==> src/rtl/vfreq_seq_if.sv <==
// Host/divider-facing signal bundle of the variable-frequency sequencer.
// The master side is the host plus divider; the slave side is the sequencer.
interface vfreq_seq_if #(
  parameter int DEPTH = 8,
  parameter int DW    = 8,
  parameter int CW    = 8
);
  localparam int AW = $clog2(DEPTH);

  logic          cfg_we;
  logic [AW-1:0] cfg_addr;
  logic [DW-1:0] cfg_div;
  logic [CW-1:0] cfg_dur;
  logic [AW:0]   seq_len;
  logic          loop_en;
  logic          start;
  logic          pause;
  logic          stop;
  logic          div_tick;
  logic [DW-1:0] div_val;
  logic          div_en;
  logic [AW-1:0] step_idx;
  logic          busy;
  logic          done;

  modport master (
    output cfg_we, cfg_addr, cfg_div, cfg_dur, seq_len, loop_en,
           start, pause, stop, div_tick,
    input  div_val, div_en, step_idx, busy, done
  );

  modport slave (
    input  cfg_we, cfg_addr, cfg_div, cfg_dur, seq_len, loop_en,
           start, pause, stop, div_tick,
    output div_val, div_en, step_idx, busy, done
  );
endinterface

==> src/rtl/vfreq_seq_ctrl.sv <==
// Plays a table of (divide value, duration) entries into the divider.
// Each entry lasts dur+1 divider ticks; it supports looping, pause and abort.
module vfreq_seq_ctrl #(
  parameter int DEPTH = 8,
  parameter int DW    = 8,
  parameter int CW    = 8
) (
  input  logic         clk,
  input  logic         rst_n,
  vfreq_seq_if.slave   bus
);
  localparam int AW = $clog2(DEPTH);
  localparam int LW = AW + 1;

  typedef enum logic [1:0] {IDLE, RUN, PAUSE, DONE} state_t;

  state_t        state_q, state_d;
  logic [DW-1:0] tbl_div [DEPTH];
  logic [CW-1:0] tbl_dur [DEPTH];
  logic [DW-1:0] div_val_q, div_val_d;
  logic [CW-1:0] cnt_q, cnt_d;
  logic [AW-1:0] idx_q, idx_d, load_idx;
  logic [LW-1:0] len_q, len_d, eff_len;
  logic          div_en_q, busy_q, done_q;
  logic          load, at_last;

  // NOTE: table entries get a reset because the table must read back as zero after reset.
  always_ff @(posedge clk or negedge rst_n) begin
    if (!rst_n) begin
      for (int i = 0; i < DEPTH; i++) begin
        tbl_div[i] <= '0;
        tbl_dur[i] <= '0;
      end
    end else if (bus.cfg_we) begin
      tbl_div[bus.cfg_addr] <= bus.cfg_div;
      tbl_dur[bus.cfg_addr] <= bus.cfg_dur;
    end
  end

  assign eff_len = (bus.seq_len > LW'(DEPTH)) ? LW'(DEPTH) : bus.seq_len;
  assign at_last = ({1'b0, idx_q} == len_q - LW'(1));

  always_comb begin
    // NOTE: every signal gets a default first so no path leaves one unassigned (no latch).
    state_d   = state_q;
    div_val_d = div_val_q;
    cnt_d     = cnt_q;
    idx_d     = idx_q;
    len_d     = len_q;
    load      = 1'b0;
    load_idx  = '0;
    case (state_q)
      IDLE: begin
        if (bus.start && eff_len != '0) begin
          len_d   = eff_len;
          load    = 1'b1;
          state_d = RUN;
        end
      end
      RUN: begin
        if (bus.stop) begin
          state_d = IDLE;
        end else begin
          if (bus.div_tick) begin
            if (cnt_q != '0) begin
              cnt_d = cnt_q - CW'(1);
            end else if (!at_last) begin
              load     = 1'b1;
              load_idx = idx_q + AW'(1);
            end else if (bus.loop_en) begin
              load = 1'b1;
            end else begin
              state_d = DONE;
            end
          end
          // A tick in the same cycle is consumed before pausing.
          if (bus.pause && state_d == RUN) state_d = PAUSE;
        end
      end
      PAUSE: begin
        if (bus.stop)        state_d = IDLE;
        else if (!bus.pause) state_d = RUN;
      end
      DONE:    state_d = IDLE;
      default: state_d = IDLE;
    endcase

    if (load) begin
      div_val_d = tbl_div[load_idx];
      cnt_d     = tbl_dur[load_idx];
      idx_d     = load_idx;
    end
    if (state_d == IDLE) begin
      div_val_d = '0;
      cnt_d     = '0;
      idx_d     = '0;
    end
  end

  // NOTE: non-blocking assignments so all registers update from pre-edge values together.
  always_ff @(posedge clk or negedge rst_n) begin
    if (!rst_n) begin
      state_q   <= IDLE;
      div_val_q <= '0;
      cnt_q     <= '0;
      idx_q     <= '0;
      len_q     <= '0;
      div_en_q  <= 1'b0;
      busy_q    <= 1'b0;
      done_q    <= 1'b0;
    end else begin
      state_q   <= state_d;
      div_val_q <= div_val_d;
      cnt_q     <= cnt_d;
      idx_q     <= idx_d;
      len_q     <= len_d;
      div_en_q  <= (state_d == RUN);
      busy_q    <= (state_d != IDLE);
      done_q    <= (state_d == DONE);
    end
  end

  assign bus.div_val  = div_val_q;
  assign bus.div_en   = div_en_q;
  assign bus.step_idx = idx_q;
  assign bus.busy     = busy_q;
  assign bus.done     = done_q;
endmodule

==> src/flat_wrapper.sv <==
// flat-port wrapper written by rule: the top's interface ports become plain ports
module vfreq_seq_ctrl_flat 
#(
  parameter int DEPTH = 8,
  parameter int DW    = 8,
  parameter int CW    = 8
)
  (clk, rst_n, bus_cfg_we, bus_cfg_addr, bus_cfg_div, bus_cfg_dur, bus_seq_len, bus_loop_en, bus_start, bus_pause, bus_stop, bus_div_tick, bus_div_val, bus_div_en, bus_step_idx, bus_busy, bus_done);
  vfreq_seq_if #(.DEPTH(DEPTH), .DW(DW), .CW(CW)) bus_i ();
  input  logic clk;
  input  logic rst_n;
  input wire logic [$bits(bus_i.cfg_we)-1:0] bus_cfg_we;
  input wire logic [$bits(bus_i.cfg_addr)-1:0] bus_cfg_addr;
  input wire logic [$bits(bus_i.cfg_div)-1:0] bus_cfg_div;
  input wire logic [$bits(bus_i.cfg_dur)-1:0] bus_cfg_dur;
  input wire logic [$bits(bus_i.seq_len)-1:0] bus_seq_len;
  input wire logic [$bits(bus_i.loop_en)-1:0] bus_loop_en;
  input wire logic [$bits(bus_i.start)-1:0] bus_start;
  input wire logic [$bits(bus_i.pause)-1:0] bus_pause;
  input wire logic [$bits(bus_i.stop)-1:0] bus_stop;
  input wire logic [$bits(bus_i.div_tick)-1:0] bus_div_tick;
  output wire logic [$bits(bus_i.div_val)-1:0] bus_div_val;
  output wire logic [$bits(bus_i.div_en)-1:0] bus_div_en;
  output wire logic [$bits(bus_i.step_idx)-1:0] bus_step_idx;
  output wire logic [$bits(bus_i.busy)-1:0] bus_busy;
  output wire logic [$bits(bus_i.done)-1:0] bus_done;
  assign bus_i.cfg_we = bus_cfg_we;
  assign bus_i.cfg_addr = bus_cfg_addr;
  assign bus_i.cfg_div = bus_cfg_div;
  assign bus_i.cfg_dur = bus_cfg_dur;
  assign bus_i.seq_len = bus_seq_len;
  assign bus_i.loop_en = bus_loop_en;
  assign bus_i.start = bus_start;
  assign bus_i.pause = bus_pause;
  assign bus_i.stop = bus_stop;
  assign bus_i.div_tick = bus_div_tick;
  assign bus_div_val = bus_i.div_val;
  assign bus_div_en = bus_i.div_en;
  assign bus_step_idx = bus_i.step_idx;
  assign bus_busy = bus_i.busy;
  assign bus_done = bus_i.done;
  vfreq_seq_ctrl #(.DEPTH(DEPTH), .DW(DW), .CW(CW)) u_core (.clk(clk), .rst_n(rst_n), .bus(bus_i));
endmodule
==> config.mk <==
export PLATFORM = sky130hd
export DESIGN_NAME = vfreq_seq_ctrl_flat
export DESIGN_NICKNAME = d
export VERILOG_FILES = /design/src/rtl/vfreq_seq_if.sv /design/src/rtl/vfreq_seq_ctrl.sv /design/src/flat_wrapper.sv
export SDC_FILE = /design/constraint.sdc
export NUM_CORES = 1
export LEC_CHECK = 0
export CAP_MARGIN = 20
export CORE_MARGIN = 1
export CORE_UTILIZATION = 54
export CTS_CLUSTER_DIAMETER = 200
export DETAILED_ROUTE_END_ITERATION = 8
export PLACE_DENSITY_LB_ADDON = 0.05
export SETUP_SLACK_MARGIN = 0.2
export SLEW_MARGIN = 10
export SYNTH_ARGS = -nofsm -noshare
export SYNTH_HDL_FRONTEND = slang
export SYNTH_SLANG_ARGS = --single-unit
==> constraint.sdc <==
create_clock -name clk -period 2.3 [get_ports clk]
set_input_delay 0.345 -clock clk [delete_from_list [all_inputs] [get_ports clk]]
set_output_delay 0.345 -clock clk [all_outputs]
set_load 0.02 [all_outputs]
==> results.yml, run 1 <==
global_route:
  grt_start_max_net_pins: 58
  grt_overflow_total: 0
  grt_pass1_wl_um: 30900
  track_usage_pct: 29.3
  grt_pass1_vias: 5730
  antenna_found_initial: 0
synthesis:
  post_synth.cell_area_avg_um2: 12.4
  ys_warn_count: 0
  synth_area_um2: 7420
  synthXorXnorAreaFrac_pct: 1.64
  syn_inst: 598
  ys_seq_area_share_pct: 52.6
  synth_edf_count: 0
  async_reset_ff_share_pct: 100
  synth_top_family_by_area: "multiplexers"
  synth_fa_ha_area_share_pct: 0.675
  synth_compound_area_share_pct: 10.3
  synthFlopType: "dfrtp_1"
  yosys.area_share.simple_pct: 9.87
  syn_nets: 633
  ys_types: 58
  synth.mux.area_fraction_pct: 22.2
  synth_seq_cells: 156
outcome:
  outcome: "complete, but fails checks"
  violations: "setup timing"
clock_network:
  cts_root_buf: "clkbuf_16"
  cts_tree: "done"
  cts_buffer_depth: 2
  cts_made_buffers: 17
  cts_sinks: 156
  insertion_delay_ns: 0.43
  clkTransAtPathRegs_ns: 0.07
  h-tree-depth: 4
timing:
  grt_setup_unrepaired: "yes"
  worst_clock_skew_ns: 0.00707
  timing.fmax_ghz: 0.415
  slew_headroom_pct: 64.8
  min_period_ns: 2.41
  fin_ws_ns: -0.111
  worst_slew_pin_slew_ns: 0.528
  drv_slew: 0
  finalCritPeriodShare_pct: 105
  setup_viol: 16
  hold_violations: 0
  fin_hold_ws_ns: 0.445
place:
  postPlaceCellArea_um2: 8610
  pre_cts_ws_ns: -0.268
  gp_congestion: 0.890
  portBuffers: 44
  dpl.hpwl_um: 12000
critical_path:
  start_kind: "register"
  worstSetupPathType: "register to register"
  end_kind: "register"
  cp_max_fo: 7
  required_ns: 2.67
  arrival_ns: 2.78
min_path:
  hold_class: "input pin to async pin"
die:
  coreArea_um2: 13300
  num_rows: 42
  die_y_um: 119
  num_io_pins: 45
  die_width_um: 119
  initial_core_util_pct: 55.8
  die_area_um2: 14200
drt:
  drcViolationCount: 0
  drt-pass1-iter-count: 5
  ant_nets: 0
  routed-via-count: 5384
  drt_iter0_markers: 395
  vias_per_cell: 6.04
  wire_per_inst_um: 21.7
  wirelength_um: 19300
final_layout:
  nets: 738
  final_area_um2: 9620
  fillers: 923
  multi_input_area_um2: 3590
  diodes: 0
  layout-drive-gt1-share_pct: 41.6
  regArea_um2: 3910
  area_delta_synth_final_pct: 29.7
power:
  power_density_nw_per_um2: 950
  p_leak_nw: 4.14
  ir_drop_mv: 0.691
  power_mw: 9.14
job:
  cap_violations: 0
==> layout make-up <==
cell class,count,area share [%]
clock buffers,18,4.56
clock inverters,14,1.65
inverters,10,0.390
multi-input cells,399,37.3
flip-flops and latches,156,40.6
well taps,176,2.29
repair buffers,119,13.3
==> power by group <==
group          total [mW]  internal, mW  leakage, nW  switching, mW
sequential           3.77          3.36         1.90          0.403
combinational        2.53          1.38         1.95           1.15
clock                2.84          1.65        0.287           1.20
==> cells by family after synthesis <==
family	after synthesis
DFF	156
muxes	148
and+or+nand+nor	133
AOI/OAI and AO/OA	101
buffers and inverters	43
xor gates and xnor gates	13
adders and majority gates	4
==> metal layers <==
layer  wire length, µm  vias to the layer above  global-route usage [%]
met5                 0                        -                       0
met4               440                        0                    11.8
met3               785                       40                    6.51
met2              9950                      151                    48.5
met1              8150                     2791                    37.2
li1                  -                     2402                       -
==> path summary, 6_finish.rpt <==
path | start | end | slack [ns] | cells past startpoint
min in group clk | u_core.tbl_dur[11]$_DFFE_PN0P_ | u_core.tbl_dur[11]$_DFFE_PN0P_ | 0.50 | 1
setup reg to reg | u_core.len_q[0]$_DFFE_PN0P_ | u_core.bus.div_val[2]$_DFFE_PN0P_ | -0.11 | 11
max in group asynchronous | rst_n | u_core.tbl_div[33]$_DFFE_PN0P_ | 1.18 | 3
hold / removal | rst_n | u_core.tbl_dur[40]$_DFFE_PN0P_ | 0.45 | 2
hold reg to reg | u_core.tbl_dur[11]$_DFFE_PN0P_ | u_core.tbl_dur[11]$_DFFE_PN0P_ | 0.50 | 1
setup / recovery | u_core.len_q[0]$_DFFE_PN0P_ | u_core.bus.div_val[2]$_DFFE_PN0P_ | -0.11 | 11
==> per-stage QoR <==
stage | TNS [ns] | util [%] | instances
CTS | -1.14 | 71.0 | 888
floorplan | 0 | - | 598
global route | -2.64 | 72.4 | 892
finish | -1.23 | 72.4 | 892
detailed placement | -3.56 | 64.8 | 846
global placement | -2.88 | 64.8 | 846
==> repair_timing <==
| action | in CTS | in global routing |
|---|---|---|
| hold endpoints to repair | 52 | 0 |
| setup buffers | 6 | 3 |
| pin swaps | 12 | 20 |
| hold buffers | 1 | 0 |
| setup endpoints to repair | 18 | 21 |
| gates resized for setup | 26 | 23 |
| gates cloned | 3 | 1 |
==> cell usage after synthesis, drive strengths merged, types with 7 or more instances <==
library cell	number	area, µm²
mux2	132	1490
nand2	50	188
a221oi	9	78.8
dfrtp	156	3900
nor3	7	35.0
nor2	18	67.6
o211a	8	80.1
o32ai	10	87.6
clkbuf	22	82.6
nand3	10	62.6
a32o	7	76.3
a31oi	13	81.3
o21ai	10	50.1
buf	11	80.1
inv	9	33.8
a21oi	21	120
nor2b	17	106
xnor2	7	68.8
mux2i	16	160
==> worst max-delay path, stage by stage (launching register included) <==
cell and delay (ns):
dfrtp_1 0.42, inv_2 0.09, ha_4 0.21, xnor2_4 0.13, nor4_4 0.27, buf_6 0.17, nand3b_4 0.10, a21o_1 0.25
and3_4 0.23, buf_12 0.16, a31oi_2 0.15, o211a_1 0.17
==> cells in the final DEF (no fill, tap or decap), types with 7 or more instances in the layout <==
cell             count
nor2_1              15
a31oi_1              8
buf_6                9
clkdlybuf4s50_1     42
clkbuf_16           18
buf_12              13
inv_1                7
nor2b_1             15
o211a_1              8
a21oi_1             16
mux2i_1             12
nand2_1             47
a221oi_1             9
mux2_2             131
o21ai_0             10
dfrtp_1            155
buf_4               49
==> state kept, by name, summed over array words and instances, names as in the netlist <==
signal	count
u_core.bus.div_val	8
u_core.bus.busy	1
u_core.bus.div_en	1
u_core.len_q	4
u_core.cnt_q	8
u_core.bus.step_idx	3
u_core.tbl_div	64
u_core.bus.done	1
u_core.tbl_dur	64
u_core.state_q	2
Note: power is estimated with default switching activity, not from simulation.
==> run 2: changes to the inputs <==
Settings changed: SLEW_MARGIN 10 to 5.
==> results of run 2 <==
Same layout as run 1: the final DEF is identical, and so are final timing and power.
